==> src/rtl/y86_fetch_decode_execute.sv <==
// y86_fetch_decode_execute
//    Front half of the sequential Y86-64 datapath. Parses the instruction
//    bytes at pc, picks register-file read addresses, forms the ALU operands,
//    runs the ALU, evaluates the branch/cmov condition and holds the
//    architectural condition codes.
//
// Ports
//    clk, rst          rising-edge clock, synchronous active-high reset
//    pc                address of the current instruction
//    ibytes            instruction bytes pc..pc+9, byte k at [8k+7:8k]
//    rdA, rdB          register-file read data for srcA / srcB
//    srcA, srcB        register read addresses (0xF = none)
//    icode, ifun       opcode fields of byte 0
//    rA, rB            register fields of byte 1 (0xF when not present)
//    valC, valP        constant word, address of the next instruction
//    valA, valB        operands (0 when the matching src is 0xF)
//    valE, cnd         ALU result, condition result
//    zf, sf, of        condition-code register
//    inst_valid        icode/ifun legal
//    imem_er, hlt_er   pc out of instruction memory, halt instruction

module y86_fetch_decode_execute #(
   parameter int unsigned IMEM_SIZE = 2048
) (
   input  logic        clk,
   input  logic        rst,
   input  logic [63:0] pc,
   input  logic [79:0] ibytes,
   input  logic [63:0] rdA,
   input  logic [63:0] rdB,
   output logic [3:0]  srcA,
   output logic [3:0]  srcB,
   output logic [3:0]  icode,
   output logic [3:0]  ifun,
   output logic [3:0]  rA,
   output logic [3:0]  rB,
   output logic [63:0] valC,
   output logic [63:0] valP,
   output logic [63:0] valA,
   output logic [63:0] valB,
   output logic [63:0] valE,
   output logic        cnd,
   output logic        zf,
   output logic        sf,
   output logic        of,
   output logic        inst_valid,
   output logic        imem_er,
   output logic        hlt_er
);

   localparam logic [3:0] I_HALT   = 4'h0;
   localparam logic [3:0] I_NOP    = 4'h1;
   localparam logic [3:0] I_RRMOVQ = 4'h2;
   localparam logic [3:0] I_IRMOVQ = 4'h3;
   localparam logic [3:0] I_RMMOVQ = 4'h4;
   localparam logic [3:0] I_MRMOVQ = 4'h5;
   localparam logic [3:0] I_OPQ    = 4'h6;
   localparam logic [3:0] I_JXX    = 4'h7;
   localparam logic [3:0] I_CALL   = 4'h8;
   localparam logic [3:0] I_RET    = 4'h9;
   localparam logic [3:0] I_PUSHQ  = 4'hA;
   localparam logic [3:0] I_POPQ   = 4'hB;

   localparam logic [3:0] R_RSP    = 4'h4;
   localparam logic [3:0] R_NONE   = 4'hF;

   localparam logic [1:0] ALU_ADD  = 2'd0;
   localparam logic [1:0] ALU_SUB  = 2'd1;
   localparam logic [1:0] ALU_AND  = 2'd2;
   localparam logic [1:0] ALU_XOR  = 2'd3;

   logic [3:0]  ins_len;
   logic        has_regs;
   logic [63:0] alu_a;
   logic [63:0] alu_b;
   logic [1:0]  alu_fn;
   logic        new_zf;
   logic        new_sf;
   logic        new_of;
   logic        cc_update;

   // fetch: field split, length, constant word, legality
   always_comb begin
      icode    = ibytes[7:4];
      ifun     = ibytes[3:0];
      has_regs = 1'b0;
      ins_len  = 4'd1;
      valC     = 64'd0;
      case (icode)
         I_RRMOVQ, I_OPQ, I_PUSHQ, I_POPQ: begin
            has_regs = 1'b1;
            ins_len  = 4'd2;
         end
         I_IRMOVQ, I_RMMOVQ, I_MRMOVQ: begin
            has_regs = 1'b1;
            ins_len  = 4'd10;
            valC     = ibytes[79:16];
         end
         I_JXX, I_CALL: begin
            ins_len  = 4'd9;
            valC     = ibytes[71:8];
         end
         default: ins_len = 4'd1;
      endcase
      rA   = has_regs ? ibytes[15:12] : R_NONE;
      rB   = has_regs ? ibytes[11:8]  : R_NONE;
      valP = pc + {60'd0, ins_len};
   end

   always_comb begin
      inst_valid = 1'b0;
      if (icode <= I_POPQ) begin
         case (icode)
            I_RRMOVQ, I_JXX: inst_valid = (ifun <= 4'd6);
            I_OPQ:           inst_valid = (ifun <= 4'd3);
            default:         inst_valid = (ifun == 4'd0);
         endcase
      end
   end

   assign imem_er = (pc >= 64'(IMEM_SIZE));
   assign hlt_er  = (icode == I_HALT);

   // decode
   always_comb begin
      srcA = R_NONE;
      srcB = R_NONE;
      case (icode)
         I_RRMOVQ, I_RMMOVQ, I_OPQ, I_PUSHQ: srcA = rA;
         I_RET, I_POPQ:                      srcA = R_RSP;
         default:                            srcA = R_NONE;
      endcase
      case (icode)
         I_RMMOVQ, I_MRMOVQ, I_OPQ:          srcB = rB;
         I_CALL, I_RET, I_PUSHQ, I_POPQ:     srcB = R_RSP;
         default:                            srcB = R_NONE;
      endcase
   end

   assign valA = (srcA == R_NONE) ? 64'd0 : rdA;
   assign valB = (srcB == R_NONE) ? 64'd0 : rdB;

   // execute
   always_comb begin
      alu_a  = 64'd0;
      alu_b  = 64'd0;
      alu_fn = ALU_ADD;
      case (icode)
         I_RRMOVQ, I_OPQ:              alu_a = valA;
         I_IRMOVQ, I_RMMOVQ, I_MRMOVQ: alu_a = valC;
         I_CALL, I_PUSHQ:              alu_a = 64'hFFFF_FFFF_FFFF_FFF8;
         I_RET, I_POPQ:                alu_a = 64'd8;
         default:                      alu_a = 64'd0;
      endcase
      case (icode)
         I_RMMOVQ, I_MRMOVQ, I_OPQ, I_CALL, I_RET, I_PUSHQ, I_POPQ: alu_b = valB;
         default: alu_b = 64'd0;
      endcase
      // ifun values above 3 are illegal for OPq; they fall back to add and
      // never reach the CC register because inst_valid is low
      if (icode == I_OPQ && ifun <= 4'd3) begin
         alu_fn = ifun[1:0];
      end
   end

   always_comb begin
      valE   = 64'd0;
      new_of = 1'b0;
      case (alu_fn)
         ALU_ADD: begin
            valE   = alu_b + alu_a;
            new_of = (alu_a[63] == alu_b[63]) && (valE[63] != alu_a[63]);
         end
         ALU_SUB: begin
            valE   = alu_b - alu_a;
            new_of = (alu_a[63] != alu_b[63]) && (valE[63] != alu_b[63]);
         end
         ALU_AND: valE = alu_a & alu_b;
         ALU_XOR: valE = alu_a ^ alu_b;
         default: valE = 64'd0;
      endcase
      new_zf = (valE == 64'd0);
      new_sf = valE[63];
   end

   // condition uses the CC value held before this instruction's update
   always_comb begin
      cnd = 1'b0;
      if (icode == I_RRMOVQ || icode == I_JXX) begin
         case (ifun)
            4'd0:    cnd = 1'b1;
            4'd1:    cnd = (sf ^ of) | zf;
            4'd2:    cnd = sf ^ of;
            4'd3:    cnd = zf;
            4'd4:    cnd = ~zf;
            4'd5:    cnd = ~(sf ^ of);
            4'd6:    cnd = ~(sf ^ of) & ~zf;
            default: cnd = 1'b0;
         endcase
      end
   end

   assign cc_update = (icode == I_OPQ) && inst_valid && !imem_er;

   always_ff @(posedge clk) begin
      if (rst) begin
         zf <= 1'b0;
         sf <= 1'b0;
         of <= 1'b0;
      end else if (cc_update) begin
         zf <= new_zf;
         sf <= new_sf;
         of <= new_of;
      end
   end

endmodule

==> config.mk <==
export PLATFORM = sky130hd
export DESIGN_NAME = y86_fetch_decode_execute
export DESIGN_NICKNAME = d
export VERILOG_FILES = /design/src/rtl/y86_fetch_decode_execute.sv
export SDC_FILE = /design/constraint.sdc
export NUM_CORES = 1
export LEC_CHECK = 0
export ABC_CLOCK_PERIOD_IN_PS = 8500
export BUFFER_PORTS_ARGS = -buffer_cell sky130_fd_sc_hd__clkbuf_2
export CAP_MARGIN = 10
export CORE_AREA = 3 3 241 243
export DETAILED_ROUTE_END_ITERATION = 6
export DIE_AREA = 0 0 244 246
export GPL_ROUTABILITY_DRIVEN = 1
export GPL_TIMING_DRIVEN = 1
export SLEW_MARGIN = 40
export SYNTH_ARGS = -nofsm -noshare
export SYNTH_HDL_FRONTEND = slang
export SYNTH_SLANG_ARGS = --single-unit
==> constraint.sdc <==
create_clock -name clk -period 8.5 [get_ports clk]
set_input_delay 1.7 -clock clk [delete_from_list [all_inputs] [get_ports clk]]
set_output_delay 1.7 -clock clk [all_outputs]
set_load 0.01 [all_outputs]
After elaboration in Yosys (flattened, before gate mapping)
Cells that the tools add are included.
{ "totals": {"reg_bits": 3, "latch_bits": 0, "ramBits": 0, "mem_bits_ro": 0, "out_inout_bits": 351, "memories": 0} }
{ "op_classes": {"addsub": 3, "n_mul": 0, "div": 0, "n_lt_le_gt_ge": 4, "n_eq_ne": 25, "shifts": 0, "muxes": 18, "n_bitwise": 7, "n_reduce_logical": 23} }
{ "op_table": {"columns": ["cell", "n"], "rows": [
  ["case mux 64 bit (4 select lines)", 2],
  ["2-to-1 mux 64 bit", 3],
  ["case mux 64 bit (2 select lines)", 1],
  ["adder 64 x 4 -> 64 bit", 1],
  ["adder 64 bit", 1],
  ["bitwise AND 64 bit", 1],
  ["greater-or-equal comparator 64 x 12 -> 1 bit, second input constant", 1],
  ["zero test 64 bit", 1],
  ["subtractor 64 bit", 1],
  ["bitwise XOR 64 bit", 1],
  ["== test 4 x 3 -> 1 bit, second input constant", 7],
  ["== test 4 bit, second input constant", 6],
  ["== test 4 x 2 -> 1 bit, second input constant", 4],
  ["case mux 4 bit (2 select lines)", 2],
  ["OR reduction 7 bit", 2],
  ["case mux 4 bit (3 select lines)", 1],
  ["OR reduction 4 bit", 3],
  ["OR reduction 2 bit", 5],
  ["zero test 4 bit", 2],
  ["2-to-1 mux 4 bit", 2],
  ["case mux 1 bit (7 select lines)", 1],
  ["OR reduction 3 bit", 2],
  ["logical AND 1 bit", 5],
  ["== test 2 bit, second input constant", 2],
  ["other kinds (17)", 23]
]} }

Logic depth before layout (Yosys ltp)
{ "depth": {"word_depth": 12, "ltp_mapped": 27} }

Worst setup path after synthesis
OpenSTA, ideal clock, no wires.
{ "synth_path": {"path_type": "input to output", "start": "input port ibytes[7]", "end": "output port valE[63]", "t_arrival_ns": 6.653, "setup_slack_ns": 0.147, "stages": 23, "path_cell_list": "clkbuf_1 nand2b_1 clkbuf_1 a21o_1 nor2_1 a21oi_1 nand4_1 clkbuf_1 and2_1 nand2_1 nand2_1 ha_1 nor4_1 o21ai_1 a311oi_1 a31oi_1 o211ai_1 a21boi_1 o31ai_1 nand3_1 a21oi_1 a21oi_1 o221ai_1"} }
{ "synth_between": {"elab_chain_len": 10} }
{ "synth_rtl": {"columns": ["item", "line", "source"], "rows": [
  ["start: declaration", "28", "input logic [79:0] ibytes,"],
  ["== test 4 x 3 -> 1 bit, or another cell as far along", "89, 128", null],
  ["OR reduction 7 bit (no source line)", null, null],
  ["2-to-1 mux 1 bit", "89", "case (icode)"],
  ["2-to-1 mux 4 bit", "105", "rA = has_regs ? ibytes[15:12] : R_NONE;"],
  ["case mux 4 bit (2 select lines) *", "128", "case (icode)"],
  ["via srcA[3]", "31", "output logic [3:0] srcA,"],
  ["== test 4 bit *", "140", "assign valA = (srcA == R_NONE) ? 64'd0 : rdA;"],
  ["2-to-1 mux 64 bit *", "140", null],
  ["via valA[9]", "39", "output logic [63:0] valA,"],
  ["case mux 64 bit (4 select lines) *", "148", "case (icode)"],
  ["subtractor 64 bit or adder 64 bit (tied branches)", "175, 171", null],
  ["case mux 64 bit (4 select lines) *", "169", "case (alu_fn)"],
  ["end: declaration", "41", "output logic [63:0] valE,"]
]} }
Mark *: on every way through the listed nets, which the timed path passes. The rest lies on a longest branch.

Worst setup path in the final report
{ "layout_path": {"start": "input port ibytes[7]", "end": "output port valE[63]"} }
{ "layout_between": {"elab_chain_len": 10} }
{ "layout_rtl": {"columns": ["item", "line", "source"], "rows": [
  ["== test 4 x 3 -> 1 bit, or another cell as far along", null, null],
  ["OR reduction 7 bit (no source line)", null, null],
  ["2-to-1 mux 1 bit", "89", null],
  ["2-to-1 mux 4 bit (on tied branches)", "105, 106", null],
  ["case mux 4 bit (2 select lines) (on tied branches)", "128, 133", null],
  ["== test 4 bit (on tied branches)", "140, 141", null],
  ["2-to-1 mux 64 bit (on tied branches)", "140, 141", null],
  ["case mux 64 bit (4 select lines) or 2-to-1 mux 64 bit (tied branches)", "148, 155", null],
  ["subtractor 64 bit, or another cell as far along", "175", "valE = alu_b - alu_a;"],
  ["case mux 64 bit (4 select lines) *", "169", null]
]} }
Every way passes the cells marked *; elsewhere a longest branch is shown, timed or not.

==> flow_metrics.tcl <==
set metrics [dict create \
    post_synthesis_simple_gate_area_fraction_pct 35.9 \
    seq_power_share_pct 0.6 \
    report.final.setup_viol 0 \
    combinationalPowerShare_pct 95.9 \
    syn_avg_cell_area_sq_um 6.05 \
    ys_ff_latch 3 \
    setup_repair_after_global_routing_missed_its_margin "yes" \
    worstSetupEndpointType "primary output" \
    final-hold-violation-count 0 \
    total_of_max_cap_violations 0 \
    clock.fmax_ghz 0.120 \
    syn_nets 2921 \
    detailed_place_hpwl_microns 92700 \
    route.met2.wl_microns 47800 \
    run_status "finished clean" \
    number_of_antenna_violations_at_the_first_check_in_global_routing 7 \
    synth_top_family_by_area "simple AND/OR/NAND/NOR gates" \
    cts_tree "yes" \
    synthesized_netlist_cell_count 2514 \
    max_slew.worst_pin.slew_ns 0.873 \
    synth_enable_flop_cells 0 \
    die-height_microns 246 \
    grt_max_degree 65 \
    postSynth.asyncResetShare_pct 0 \
    finalWirelength_microns 109000 \
    criticalPathCategory "in -> out" \
    initial_utilization_pct 27.1 \
    overall_die_area_sq_um 60000 \
    report.power.total_mw 2.21 \
    final_max_slew_viol_count 0 \
    sum_of_met3_wire_segment_lengths_after_detailed_routing_microns 11000 \
    cts_hold_buf 0 \
    number_of_global_route_vias_before_repair 21300 \
    grt_first_pass_wirelength_microns 151000 \
    m1WireLength_microns 44200 \
    yosys.area.top_type "sky130_fd_sc_hd__ha_1" \
    power-per-cell-area_nw_per_um2 105 \
    nets 3626 \
    timing.critical_path.required_ns 6.80 \
    layout_cells_sized_above_1_pct 30.2 \
    placement.setup.worst_slack_ns -0.110 \
    route.detailed.wl_per_inst_microns 27.3 \
    hold_path.class "reg -> reg" \
    synth_xor_xnor_area_share_pct 6.51 \
    final_core_util_pct 37.3 \
    synthDominantCellAreaShare_pct 10.7 \
    synth-warning-count 0 \
    final.hold.worst_slack_ns 0.542 \
    core_area_sq_um 56200 \
    setup_tns_ns 0 \
    power.internal_mw 0.863 \
    rows 87 \
    multi_input_comb_area_sq_um 14100 \
    drt-initial-drc-count 2724 \
    critical_path.startpoint_type "input pin" \
    synth_area_sq_um 15200 \
    number_of_h_tree_levels 1 \
    top_layer_used "met5" \
    power.switching_fraction_pct 60.8 \
    clock_net_sink_count 3 \
    clock_tree.buffer_depth 2 \
    grt_resource_usage_total_pct 33.9 \
    critical_path_peak_fanout 26 \
    yosysSeqAreaShare_pct 0.395 \
    synth-adder-area-share_pct 11.1 \
    cts_buffers 3 \
    pwr-share-clk_pct 3.4 \
    post-route-worst-setup-slack_ns 0.185 \
    final.min_clock_period_ns 8.31 \
    synth.lib_cells_used.distinct 83 \
    leakage_nw 9.84 \
    final_min_period_over_clock_period_pct 97.8 \
    ff_latch_area_sq_um 60.1 \
    synthToLayoutAreaGrowth_pct 37.8 \
    ant_nets 0 \
    route.detailed.vias_per_inst 5.83 \
    io_pins 625 \
    ctsRootBufferMaster "sky130_fd_sc_hd__clkbuf_16" \
    dominantRegCellSynth "sky130_fd_sc_hd__dfxtp_1" \
    slew_headroom_pct 41.8 \
    worst_clock_skew_ns 0 \
    synth.mux.area_fraction_pct 2.86 \
    clock_latency_ns 0.22 \
    drt_first_pass_iters 6 \
    drc 0 \
    peakVddDrop_mv 0.0531 \
    post_synth_main_area_contributors "sky130_fd_sc_hd__ha_1 (11%), sky130_fd_sc_hd__a21oi_1 (9.0%), sky130_fd_sc_hd__and2_1 (8.2%)" \
    place_congestion 1.06 \
    critical_path_arrival_ns 6.61 \
    dieWidth_microns 244 \
    routed-via-count 23200 \
    remaining_overflow_grt 0 \
    number_of_filler_instances_in_the_final_layout 6367 \
    clkSlewWorstSetupHoldPaths_ns 0.03 \
    port-buffer-count 624 \
    synth_compound_gate_area_share_pct 34.8 \
    total_switching_power_mw 1.34 \
]
==> cells in the final DEF (no fill, tap or decap), types with 25 or more instances in the layout <==
cell	count
sky130_fd_sc_hd__nand3_1	59
sky130_fd_sc_hd__o211ai_1	35
sky130_fd_sc_hd__nor2_1	199
sky130_fd_sc_hd__o21bai_1	25
sky130_fd_sc_hd__a21oi_1	265
sky130_fd_sc_hd__a22o_1	70
sky130_fd_sc_hd__buf_4	249
sky130_fd_sc_hd__xor2_1	25
sky130_fd_sc_hd__o31ai_1	39
sky130_fd_sc_hd__nor2b_1	29
sky130_fd_sc_hd__inv_1	152
sky130_fd_sc_hd__o21ai_0	101
sky130_fd_sc_hd__a211oi_1	27
sky130_fd_sc_hd__nand4_1	44
sky130_fd_sc_hd__ha_1	126
sky130_fd_sc_hd__and2_1	200
sky130_fd_sc_hd__and3_1	27
sky130_fd_sc_hd__nor4_1	64
sky130_fd_sc_hd__nor3_1	53
sky130_fd_sc_hd__xnor2_1	88
sky130_fd_sc_hd__mux2i_1	30
sky130_fd_sc_hd__nand2_1	321
sky130_fd_sc_hd__clkbuf_2	624
==> registers in the layout (all words and copies together), names as in the netlist <==
signal	cells
of	1
zf	1
sf	1
==> path summary, 6_finish.rpt <==
| path | start | to | slack, ns | cells after the start |
|---|---|---|---|---|
| worst max-delay path | ibytes[7] | valE[63] | 0.19 | 25 |
| worst min-delay path | zf | zf | 0.54 | 2 |
| worst max register to register | zf | zf | 7.70 | 2 |
| worst min register to register | zf | zf | 0.54 | 2 |
==> per-stage QoR <==
step	instance area, sq um	std cells
after floorplan	15200	2514
after global placement	20600	3969
after detailed placement	20600	3969
after CTS	20700	3974
after global routing	21000	3975
final	21000	3976
==> cell families (layout without fill, tap and decap cells) <==
logic type,count (synthesis),after routing
xor+xnor,113,113
simple gates,1088,1088
buf+inv,334,1038
flops,3,3
fa+ha+maj,133,133
compound gates,801,801
mux,42,42
other cells,0,2
==> worst max-delay path, cell delays in order <==
cell	delay [ns]
sky130_fd_sc_hd__clkbuf_2	0.13
sky130_fd_sc_hd__buf_4	0.16
sky130_fd_sc_hd__nor2b_2	0.17
sky130_fd_sc_hd__a21oi_1	0.20
sky130_fd_sc_hd__nand4_1	0.15
sky130_fd_sc_hd__buf_6	0.21
sky130_fd_sc_hd__buf_4	0.21
sky130_fd_sc_hd__and2_1	0.18
sky130_fd_sc_hd__nand2_1	0.14
sky130_fd_sc_hd__nand2_1	0.12
sky130_fd_sc_hd__ha_1	0.33
sky130_fd_sc_hd__buf_4	0.20
sky130_fd_sc_hd__a21oi_1	0.24
sky130_fd_sc_hd__o21ai_0	0.21
sky130_fd_sc_hd__a31oi_1	0.31
sky130_fd_sc_hd__o21ba_2	0.27
sky130_fd_sc_hd__o21a_1	0.13
sky130_fd_sc_hd__o211ai_1	0.13
sky130_fd_sc_hd__a211oi_1	0.33
sky130_fd_sc_hd__buf_4	0.17
sky130_fd_sc_hd__o21ai_0	0.10
sky130_fd_sc_hd__a21o_1	0.21
sky130_fd_sc_hd__xnor2_1	0.13
sky130_fd_sc_hd__o221ai_2	0.25
sky130_fd_sc_hd__clkbuf_2	0.19
==> power groups by stage <==
stage | Combinational (mW) | Clock [mW] | Sequential, mW
3_5_place_dp | 2.02 | 0 | 0.0144
6_report | 2.12 | 0.0752 | 0.0142
5_1_grt | 2.24 | 0.0769 | 0.0142
4_1_cts | 2.03 | 0.0753 | 0.0142
2_1_floorplan | 1.08 | 0 | 0.0144
3_3_place_gp | 2.03 | 0 | 0.0144
==> what timing repair did <==
action	CTS	global route
buffers inserted	1	0
cloned	0	0
endpoints found under the setup margin	2	20
resized for setup	3	43
pin swaps	1	1
==> final cells by class <==
cell class              count  area share (%)
well taps                 756            4.51
flip-flops and latches      3           0.287
inverters                 153            2.74
repair buffers            881            24.5
multi-input cells        2177            67.5
clock buffers               4           0.376
diodes                      2          0.0239
==> cell usage after synthesis (all sizes together) (5+ instances only) <==
cell	instances
a211o	6
a211oi	30
a21boi	13
a21o	24
a21oi	272
a221o	8
a221oi	11
a22o	70
a22oi	11
a31o	6
a31oi	24
and2	200
and3	27
and4	7
buf	30
clkbuf	151
ha	130
inv	152
mux2	12
mux2i	30
nand2	321
nand2b	14
nand3	59
nand4	44
nor2	200
nor2b	31
nor3	54
nor4	72
o2111ai	5
o211ai	35
o21a	13
o21ai	112
o21bai	25
o221ai	21
o22ai	10
o2bb2ai	6
o311ai	10
o31a	9
o31ai	40
o41ai	5
or2	18
or3	12
or4	11
xnor2	88
xor2	25
==> metal layers <==
metal / track usage (%) / up-vias
met3: 7.04 / 229
met5: 0 / -
met4: 14.4 / 4
met1: 43.7 / 11000
li1: - / 10500
met2: 54.7 / 1471
Note: power is estimated with default switching activity, not from simulation.
